<file path="config.mk">
export PLATFORM = sky130hd
export DESIGN_NAME = regfile_sb_flat
export DESIGN_NICKNAME = d
export VERILOG_FILES = /design/src/rtl/regfile_sb_if.sv /design/src/rtl/regfile_sb.sv /design/src/flat_wrapper.sv
export SDC_FILE = /design/constraint.sdc
export NUM_CORES = 2
export LEC_CHECK = 0
export ABC_AREA = 1
export BUFFER_PORTS_ARGS = -buffer_cell sky130_fd_sc_hd__buf_2
export CAP_MARGIN = 20
export CORE_MARGIN = 1.5
export CORE_UTILIZATION = 40
export CTS_CLUSTER_SIZE = 25
export DETAILED_ROUTE_END_ITERATION = 8
export MAX_ROUTING_LAYER = met4
export PLACE_DENSITY = 0.54
export SLEW_MARGIN = 20
export SYNTH_ARGS = -nofsm -noshare
export SYNTH_HDL_FRONTEND = slang
export SYNTH_SLANG_ARGS = --single-unit
</file>
<file path="constraint.sdc">
create_clock -name clk -period 2.6 [get_ports clk]
set_input_delay 0.13 -clock clk [delete_from_list [all_inputs] [get_ports clk]]
set_output_delay 0.13 -clock clk [all_outputs]
set_load 0.01 [all_outputs]
</file>
<file path="src/rtl/regfile_sb_if.sv">
// Bus bundle for the register file: two read ports, one write port and the
// scoreboard alloc/count signals.
interface regfile_sb_if #(
    parameter int DATA_W = 32,
    parameter int ADDR_W = 5
);
    logic [ADDR_W-1:0] Read_reg1;
    logic [ADDR_W-1:0] Read_reg2;
    logic [DATA_W-1:0] Read_data1;
    logic [DATA_W-1:0] Read_data2;
    logic              Read_busy1;
    logic              Read_busy2;
    logic              RegWrite;
    logic [ADDR_W-1:0] Write_reg;
    logic [DATA_W-1:0] Data;
    logic              Alloc;
    logic [ADDR_W-1:0] Alloc_reg;
    logic [ADDR_W:0]   busy_cnt;

    modport master (
        output Read_reg1, Read_reg2, RegWrite, Write_reg, Data, Alloc, Alloc_reg,
        input  Read_data1, Read_data2, Read_busy1, Read_busy2, busy_cnt
    );

    modport slave (
        input  Read_reg1, Read_reg2, RegWrite, Write_reg, Data, Alloc, Alloc_reg,
        output Read_data1, Read_data2, Read_busy1, Read_busy2, busy_cnt
    );
endinterface

</file>
<file path="src/rtl/regfile_sb.sv">
// General-purpose register array with zero register, optional write bypass
// and a per-register busy scoreboard with a registered busy count.
module regfile_sb #(
    parameter int DATA_W = 32,
    parameter int ADDR_W = 5,
    parameter int BYPASS = 1
) (
    input  logic        clk,
    input  logic        rst_n,
    regfile_sb_if.slave rf
);
    localparam int DEPTH = 2 ** ADDR_W;

    logic [DATA_W-1:0] mem_r [DEPTH];
    logic [DEPTH-1:0]  busy_r;
    logic [ADDR_W:0]   busy_cnt_r;

    logic              wr_en_s;
    logic              alloc_en_s;
    logic [DEPTH-1:0]  wr_mask_s;
    logic [DEPTH-1:0]  alloc_mask_s;
    logic [DEPTH-1:0]  busy_nxt_s;
    logic              cnt_inc_s;
    logic              cnt_dec_s;
    logic [ADDR_W:0]   busy_cnt_nxt_s;
    logic [DATA_W-1:0] rd_data1_s;
    logic [DATA_W-1:0] rd_data2_s;
    logic              rd_busy1_s;
    logic              rd_busy2_s;

    assign wr_en_s    = rf.RegWrite && (rf.Write_reg != {ADDR_W{1'b0}});
    assign alloc_en_s = rf.Alloc    && (rf.Alloc_reg != {ADDR_W{1'b0}});

    // Busy vector next state; alloc is ORed in last so it wins over a same-address clear.
    always_comb begin
        wr_mask_s    = {DEPTH{1'b0}};
        alloc_mask_s = {DEPTH{1'b0}};
        if (wr_en_s) begin
            wr_mask_s = {{(DEPTH-1){1'b0}}, 1'b1} << rf.Write_reg;
        end else begin
            wr_mask_s = {DEPTH{1'b0}};
        end
        if (alloc_en_s) begin
            alloc_mask_s = {{(DEPTH-1){1'b0}}, 1'b1} << rf.Alloc_reg;
        end else begin
            alloc_mask_s = {DEPTH{1'b0}};
        end
        busy_nxt_s = (busy_r & ~wr_mask_s) | alloc_mask_s;
    end

    // Incremental count update: only real 0->1 and 1->0 transitions move it.
    always_comb begin
        cnt_inc_s      = alloc_en_s && !busy_r[rf.Alloc_reg];
        cnt_dec_s      = wr_en_s && busy_r[rf.Write_reg] &&
                         !(alloc_en_s && (rf.Alloc_reg == rf.Write_reg));
        busy_cnt_nxt_s = busy_cnt_r;
        case ({cnt_inc_s, cnt_dec_s})
            2'b10:   busy_cnt_nxt_s = busy_cnt_r + {{ADDR_W{1'b0}}, 1'b1};
            2'b01:   busy_cnt_nxt_s = busy_cnt_r - {{ADDR_W{1'b0}}, 1'b1};
            default: busy_cnt_nxt_s = busy_cnt_r;
        endcase
    end

    // Register storage; address 0 is never written so it stays at reset value.
    always_ff @(posedge clk or negedge rst_n) begin
        if (!rst_n) begin
            for (int i = 0; i < DEPTH; i++) begin
                mem_r[i] <= {DATA_W{1'b0}};
            end
        end else if (wr_en_s) begin
            mem_r[rf.Write_reg] <= rf.Data;
        end
    end

    // Scoreboard state and its registered population count.
    always_ff @(posedge clk or negedge rst_n) begin
        if (!rst_n) begin
            busy_r     <= {DEPTH{1'b0}};
            busy_cnt_r <= {(ADDR_W+1){1'b0}};
        end else begin
            busy_r     <= busy_nxt_s;
            busy_cnt_r <= busy_cnt_nxt_s;
        end
    end

    // Read port 1: zero register, then bypass, then stored state.
    always_comb begin
        rd_data1_s = {DATA_W{1'b0}};
        rd_busy1_s = 1'b0;
        if (rf.Read_reg1 == {ADDR_W{1'b0}}) begin
            rd_data1_s = {DATA_W{1'b0}};
            rd_busy1_s = 1'b0;
        end else if ((BYPASS != 0) && wr_en_s && (rf.Write_reg == rf.Read_reg1)) begin
            rd_data1_s = rf.Data;
            rd_busy1_s = 1'b0;
        end else begin
            rd_data1_s = mem_r[rf.Read_reg1];
            rd_busy1_s = busy_r[rf.Read_reg1];
        end
    end

    // Read port 2: same priority as port 1.
    always_comb begin
        rd_data2_s = {DATA_W{1'b0}};
        rd_busy2_s = 1'b0;
        if (rf.Read_reg2 == {ADDR_W{1'b0}}) begin
            rd_data2_s = {DATA_W{1'b0}};
            rd_busy2_s = 1'b0;
        end else if ((BYPASS != 0) && wr_en_s && (rf.Write_reg == rf.Read_reg2)) begin
            rd_data2_s = rf.Data;
            rd_busy2_s = 1'b0;
        end else begin
            rd_data2_s = mem_r[rf.Read_reg2];
            rd_busy2_s = busy_r[rf.Read_reg2];
        end
    end

    assign rf.Read_data1 = rd_data1_s;
    assign rf.Read_data2 = rd_data2_s;
    assign rf.Read_busy1 = rd_busy1_s;
    assign rf.Read_busy2 = rd_busy2_s;
    assign rf.busy_cnt   = busy_cnt_r;
endmodule
</file>
<file path="src/flat_wrapper.sv">
// flat-port wrapper written by rule: the top's interface ports become plain ports
module regfile_sb_flat 
#(
    parameter int DATA_W = 32,
    parameter int ADDR_W = 5,
    parameter int BYPASS = 1
)
  (clk, rst_n, rf_Read_reg1, rf_Read_reg2, rf_RegWrite, rf_Write_reg, rf_Data, rf_Alloc, rf_Alloc_reg, rf_Read_data1, rf_Read_data2, rf_Read_busy1, rf_Read_busy2, rf_busy_cnt);
  regfile_sb_if #(.DATA_W(DATA_W), .ADDR_W(ADDR_W)) rf_i ();
  input  logic clk;
  input  logic rst_n;
  input wire logic [$bits(rf_i.Read_reg1)-1:0] rf_Read_reg1;
  input wire logic [$bits(rf_i.Read_reg2)-1:0] rf_Read_reg2;
  input wire logic [$bits(rf_i.RegWrite)-1:0] rf_RegWrite;
  input wire logic [$bits(rf_i.Write_reg)-1:0] rf_Write_reg;
  input wire logic [$bits(rf_i.Data)-1:0] rf_Data;
  input wire logic [$bits(rf_i.Alloc)-1:0] rf_Alloc;
  input wire logic [$bits(rf_i.Alloc_reg)-1:0] rf_Alloc_reg;
  output wire logic [$bits(rf_i.Read_data1)-1:0] rf_Read_data1;
  output wire logic [$bits(rf_i.Read_data2)-1:0] rf_Read_data2;
  output wire logic [$bits(rf_i.Read_busy1)-1:0] rf_Read_busy1;
  output wire logic [$bits(rf_i.Read_busy2)-1:0] rf_Read_busy2;
  output wire logic [$bits(rf_i.busy_cnt)-1:0] rf_busy_cnt;
  assign rf_i.Read_reg1 = rf_Read_reg1;
  assign rf_i.Read_reg2 = rf_Read_reg2;
  assign rf_i.RegWrite = rf_RegWrite;
  assign rf_i.Write_reg = rf_Write_reg;
  assign rf_i.Data = rf_Data;
  assign rf_i.Alloc = rf_Alloc;
  assign rf_i.Alloc_reg = rf_Alloc_reg;
  assign rf_Read_data1 = rf_i.Read_data1;
  assign rf_Read_data2 = rf_i.Read_data2;
  assign rf_Read_busy1 = rf_i.Read_busy1;
  assign rf_Read_busy2 = rf_i.Read_busy2;
  assign rf_busy_cnt = rf_i.busy_cnt;
  regfile_sb #(.DATA_W(DATA_W), .ADDR_W(ADDR_W), .BYPASS(BYPASS)) u_core (.clk(clk), .rst_n(rst_n), .rf(rf_i));
endmodule
</file>
* After elaboration in Yosys (flattened, before gate mapping)
Cells that the tools add are included.
** Word-level totals
- Logic and storage cells :: 101
- Output and inout bits :: 72
- Flip-flop bits (word level) :: 1062
** Operators by class
- Bitwise gates (word level) :: 6
- Reductions and logical operators :: 16
- Shifts and indexed selects :: 2
- Muxes and demuxes :: 28
- Magnitude comparators :: 8
- Equality and inequality tests :: 5
- Add/subtract/negate cells :: 2
** Operator list (count)
- 1024-bit bitwise mux :: 1
- 32-bit two-way mux :: 11
- 32-bit binary-select mux with 5-bit select :: 2
- 32-bit demux with 5-bit select :: 1
- 1-bit by 5-bit << shifter with 32-bit output (first input constant) :: 2
- 32-bit bitwise AND :: 1
- 32-bit inverter :: 1
- 32-bit OR :: 1
- 5-bit by 6-bit less-than comparator with 1-bit output (second input constant) :: 4
- 1-bit binary-select mux with 5-bit select :: 4
- 6-bit greater-or-equal comparator (second input constant) :: 3
- 5-bit inverter with 6-bit output :: 3
- 5-bit equality test :: 3
- 6-bit one-hot mux with 2 select lines :: 1
- 5-bit zero test :: 2
- 5-bit nonzero test :: 2
- 1-bit logical AND :: 9
- 1-bit two-way mux :: 8
- 6-bit by 1-bit adder with 6-bit output (second input constant) :: 1
- 6-bit by 1-bit less-than comparator with 1-bit output (second input constant) :: 1
- 6-bit by 1-bit subtractor with 6-bit output (second input constant) :: 1
- 2-bit by 1-bit equality test with 1-bit output (second input constant) :: 1
- 2-bit equality test (second input constant) :: 1
- 1-bit zero test :: 2
- 2-bit nonzero test :: 1

* Longest topological paths before layout
- Word-level depth :: 7
- Mapped depth :: 20
- Depth with buffers taken out :: 20

* Worst setup path after synthesis
Ideal clock, no wire load.
- Path kind :: input -> register
- Start point :: input rf_Write_reg[1]
- End point :: register u_core.busy_cnt_r[5], in the netlist u_core.rf.busy_cnt[5]
- Required time :: 2.483 ns
- Arrival time :: 2.154 ns
- Path buffers :: 1
- Slack :: 0.330 ns
- Stages on the path :: 20
- Setup time :: 0.117 ns
- Cells stage by stage :: buf_4 -> nand2_1 -> inv_2 -> a22oi_1 -> nand2_1 -> nand2_1 -> nand2_1 -> nor2_1 -> a21oi_1 -> ha_1 -> ha_1 -> nand3_1 -> nand3_1 -> nand2_1 -> a21boi_0 -> nor2_1 -> nand2_1 -> nand2_1 -> nand2_1 -> nand2_1
** On the way
- Cells in the longest elaborated chain, start to end :: 6
- Elaborated cells between the ends (all ways) :: 13
** Ends and longest elaborated chain
- start, declared :: line flat_wrapper.sv:15 : input wire logic [$bits(rf_i.Write_reg)-1:0] rf_Write_reg;
- 1-bit binary-select mux with 5-bit select (tied with other cells) :: line regfile_sb.sv:54 : cnt_dec_s = wr_en_s && busy_r[rf.Write_reg] &&
- 1-bit two-way mux (not written as such) (tied with other cells) :: line regfile_sb.sv:54
- 1-bit logical AND or 1-bit zero test (tied branches) :: line regfile_sb.sv:54, regfile_sb.sv:55
- 1-bit logical AND (*) :: line regfile_sb.sv:54
- 2-bit by 1-bit equality test with 1-bit output or 2-bit equality test (tied branches) :: line regfile_sb.sv:57 : case ({cnt_inc_s, cnt_dec_s})
- 6-bit one-hot mux with 2 select lines or 2-bit nonzero test (tied branches)
- end signal, assigned :: line regfile_sb.sv:79 : busy_cnt_r <= {(ADDR_W+1){1'b0}};
- end signal, assigned :: line regfile_sb.sv:82 : busy_cnt_r <= busy_cnt_nxt_s;
- end, declared :: line regfile_sb.sv:16 : logic [ADDR_W:0] busy_cnt_r;
Every way passes the cells marked *; elsewhere a longest branch is shown, timed or not. The select of a mux whose other input is x is not followed.
A chain may end at the register's enable or synchronous reset.

* Worst setup path after layout
- Start point :: register u_core.mem_r[230] (netlist name)
- End point :: output rf_Read_data2[6]
** On the way
- Cells in the longest elaborated chain, start to end :: 5
** Ends and longest elaborated chain
- start, declared :: line regfile_sb.sv:14 : logic [DATA_W-1:0] mem_r [DEPTH];
- start signal, assigned by index :: line regfile_sb.sv:68 : mem_r[i] <= {DATA_W{1'b0}};
- start signal, assigned by index :: line regfile_sb.sv:71 : mem_r[rf.Write_reg] <= rf.Data;
- 32-bit binary-select mux with 5-bit select :: line regfile_sb.sv:113 : rd_data2_s = mem_r[rf.Read_reg2];
- 32-bit two-way mux (not written as such) (2 in a row) :: line regfile_sb.sv:113
- 32-bit two-way mux :: line regfile_sb.sv:109 : end else if ((BYPASS != 0) && wr_en_s && (rf.Write_reg == rf.Read_reg2)) begin
- 32-bit two-way mux :: line regfile_sb.sv:106 : if (rf.Read_reg2 == {ADDR_W{1'b0}}) begin
- end, declared :: line flat_wrapper.sv:20 : output wire logic [$bits(rf_i.Read_data2)-1:0] rf_Read_data2;
Every way passes these cells. The select of a mux whose other input is x is not followed.

==> metrics.txt <==
time the worst path needs with I/O delays and setup=2570 ps; most frequent CP cell=nand3_1; status=finished clean; Yosys warnings=0; slew margin rel.=a little under two fifths; total number of vias=around 60000; Final Non-Filler Cells=about 10000; Max-Cap Viols=0; CP Capture Type=output pin; Design Power=between 50 and 60 mW; full die area=approximately 150000 um2; Initial Util=40.2%; RR Endpoint=u_core.rf.busy_cnt[3]; switching pwr=16.7 mW; Hold Path End=u_core.busy_r[16]; CP startpoint kind=flip-flop; Worst EP required=2470 ps; WP data arrival=roughly 2400 ps; Post-Syn Area per Cell=7.36 um2; DR pass1 iterations=6; FF-to-FF path depth=14; area of the multi-input gates=between 20000 and 30000 um2; routability cong.=0.894; Layout Skew=between 15 and 20 ps; Fmax=0.389 GHz; DR vias/cell=5.83; Worst Hold Launch=rf_Alloc_reg[3]; Lkg Pwr=between 30 and 40 nW; R2R Setup Slk=180 ps; Reg-to-Reg Start=u_core.busy_r[25]; placed cell area=64000 um2; multiplexer share of the synthesized area=0%; total grt overflow=0; Final ANT Viol Nets=0; HPWL after detailed placement=145000 um; # rows=142; top_reg_cell synth=dfrtp_1; adder-cell area share of the yosys netlist=0.137%; number of synthesized register bits=1062; CTS tree=done; Max VDD drop=0.000775 V; DRT Wirelength=254000 um; die width=391 um; Worst-path clk slew=60 ps; synthesized net count=8242; Clock Latency Late Sink=between 700 and 800 ps; H-tree Lvls=4; Clock Path Buffers=3; crit path max-delay cell type=dfrtp_1; CP max FO=3; Pint=35.3 mW; Gate Count Post-Synth=8180; I/O pin cnt=128; Synth Area in Compound Gates=21.5%; # fillers=15000; fraction of power consumed by the clock network=35.7%; EDFF count, synth=0; PortBufs=127; DRC viols=0; Inserted Clock Buffers=132; critical path's largest stage delay=390 ps; core area=150000 um2; final slew viol count=0; register share of total power=42.0%; hold crit path type=in2reg; Post-Syn Area=~60000 um2; Final Setup Violations=0; global-route wire length before repair=372000 um; Sw Share=32.1%; unrepaired setup endpoints after global routing=no; critical path type=reg2out; count of cell types in the netlist=38; hold depth=5; gr usage total=about 34%; Post-synth ARST share=100%; Combinational Power Share=22.2%; Post-Synth XOR/XNOR Area=0.175%; area share of the largest cell type after synthesis=44.2%; Area Overhead vs Synth=14.4%; Clk Tree Root Cell=clkbuf_16; Die Y=391 um; layout cells sized above 1=9.40%; cell chain of the critical path=or2_2 > nand3_1 > nand3_1 > nand3_1 > nand3_1 > nand3_1 > nand2_1 > buf_2; simple logic cell fraction of the synthesized area=roughly a quarter; DP Cell Count=around 9800; DRT iter0 DRCs=7199; vias in the first global route=around 55000; largest net degree at the start of global routing=139; nets=8061; Register Area=26600 um2; period utilization=98.8%; largest family of logic cells by synthesized area=simple AND/OR/NAND/NOR gates; Sink Count=1062; initial antenna violation count=17; PwrDens=756 nW/um2; Fin. Hold Viols=0; WL/cell=~25 um; Slew @ Worst Pin=between 900 and 1000 ps; Synth area leaders=dfrtp_1 (44%), nand2_1 (13%), nand3_1 (9.1%); register area share after synthesis=44.2%; cell taking the most area after synthesis=dfrtp_1; Design Area, Final=68800 um2
final cells by class:
cell class	instances	area share, %
Multi-Input combinational cell	5690	40.4
Sequential cell	1062	38.6
Timing Repair Buffer	486	7.55
Tap cell	2016	3.66
Clock inverter	28	0.534
Inverter	627	3.49
Antenna cell	10	0.0364
Clock buffer	200	5.69
how the worst max path moves through the flow:
stage                            endpoint  depth (start not counted)               from
finish                   rf_Read_data2[6]                          8  u_core.mem_r[230]
global route            rf_Read_data2[23]                          8  u_core.mem_r[631]
CTS                 u_core.rf.busy_cnt[5]                         19  u_core.busy_r[25]
detailed placement  u_core.rf.busy_cnt[5]                         21    rf_Alloc_reg[1]
global placement    u_core.rf.busy_cnt[5]                         20    rf_Write_reg[0]
floorplan           u_core.rf.busy_cnt[5]                         20    rf_Write_reg[1]
power by group through the flow:
stage	Sequential [mW]	Clock [mW]	Combinational [mW]
5_1_grt	22.3	19.5	13.1
3_3_place_gp	22.0	0	11.1
6_report	21.9	18.6	11.6
3_5_place_dp	22.1	0	11.3
2_1_floorplan	21.6	0	7.76
4_1_cts	21.8	18.9	11.4
metal layers:
metal	global-route usage [%]	wire length [um]	up-vias
met5	-	0	-
met3	5.91	23200	532
met4	13.5	10400	0
met1	46.0	109000	28300
li1	-	-	27200
met2	49.7	111000	2978
logic make-up (layout without fill, tap and decap cells):
family                     count (synthesis)  after routing
and+or+nand+nor                         3412           3412
xor gates and xnor gates                  12             12
buffers and inverters                   1428           1341
DFF                                     1062           1062
AOI/OAI and AO/OA                       2260           2260
adders and majority gates                  6              6
other                                      0             10
flip-flops by register name, summed over array words and instances (netlist names):
name                flops
u_core.busy_r          32
u_core.mem_r         1024
u_core.rf.busy_cnt      6
cell usage after synthesis (2+ instances only):
library cell / n
buf_4: 50
nor2_1: 160
o21ai_1: 258
o22ai_1: 19
clkbuf_1: 328
inv_4: 2
nand3_1: 1094
ha_1: 5
nor2_2: 6
o211ai_1: 628
buf_1: 77
nor2_4: 6
nand2_4: 3
xor2_1: 4
a22oi_1: 16
xnor2_1: 8
nand4_1: 10
a21oi_1: 383
or2_2: 29
nor3_2: 7
o21ai_0: 952
buf_6: 4
nor3_1: 2
a31oi_1: 2
inv_2: 28
clkbuf_2: 4
nor3_4: 2
inv_1: 596
nand2_2: 2
dfrtp_1: 1062
nand2_1: 2089
buf_2: 338
stage by stage:
stage	hold slack [ps]	TNS, ps	utilization [%]	setup slack (ps)
floorplan	-166	0	-	330
global placement	154	-150	42.8	-113
detailed placement	141	-103	42.8	-59.9
CTS	12.5	0	45.9	22.5
global route	64.4	0	46.0	5.89
finish	59.4	0	46.0	31.5
cell usage in the layout, fill, tap and decap left out, types with 7 or more instances in the layout:
cell | synthesis | final
nand2_4 | 3 | 10
nand4_1 | 10 | 10
o21ai_1 | 258 | 260
bufinv_16 | 0 | 8
clkbuf_8 | 0 | 27
clkbuf_16 | 0 | 137
or2_2 | 29 | 29
dfrtp_1 | 1062 | 1062
o21ai_0 | 952 | 950
o22ai_1 | 19 | 19
xnor2_1 | 8 | 8
inv_1 | 596 | 592
nor2_1 | 160 | 146
a22oi_1 | 16 | 13
nand2_1 | 2089 | 2080
a21oi_1 | 383 | 380
diode_2 | 0 | 10
inv_6 | 0 | 8
inv_2 | 28 | 20
inv_4 | 2 | 7
buf_4 | 50 | 189
clkinv_2 | 0 | 17
buf_2 | 338 | 116
o211ai_1 | 628 | 628
nor2_4 | 6 | 23
dlygate4sd3_1 | 0 | 40
buf_12 | 0 | 131
nand3_1 | 1094 | 1094
clkbuf_1 | 328 | 37
timing repair:
item / in CTS / in global routing
hold buffers: 41 / 0
setup endpoints to repair: 1 / 12
resized for setup: 1 / 23
pin swaps: 0 / 2
setup buffers: 0 / 1
hold endpoints to repair: 1223 / 0
gates cloned: 0 / 1
worst max-delay path: cells and delay by family, from the launching register on:
family / cells / cell delay (ps)
buf+inv: 1 / 230
flops: 1 / 390
simple gates: 7 / 1040
Power figures use the tool's default switching activity.
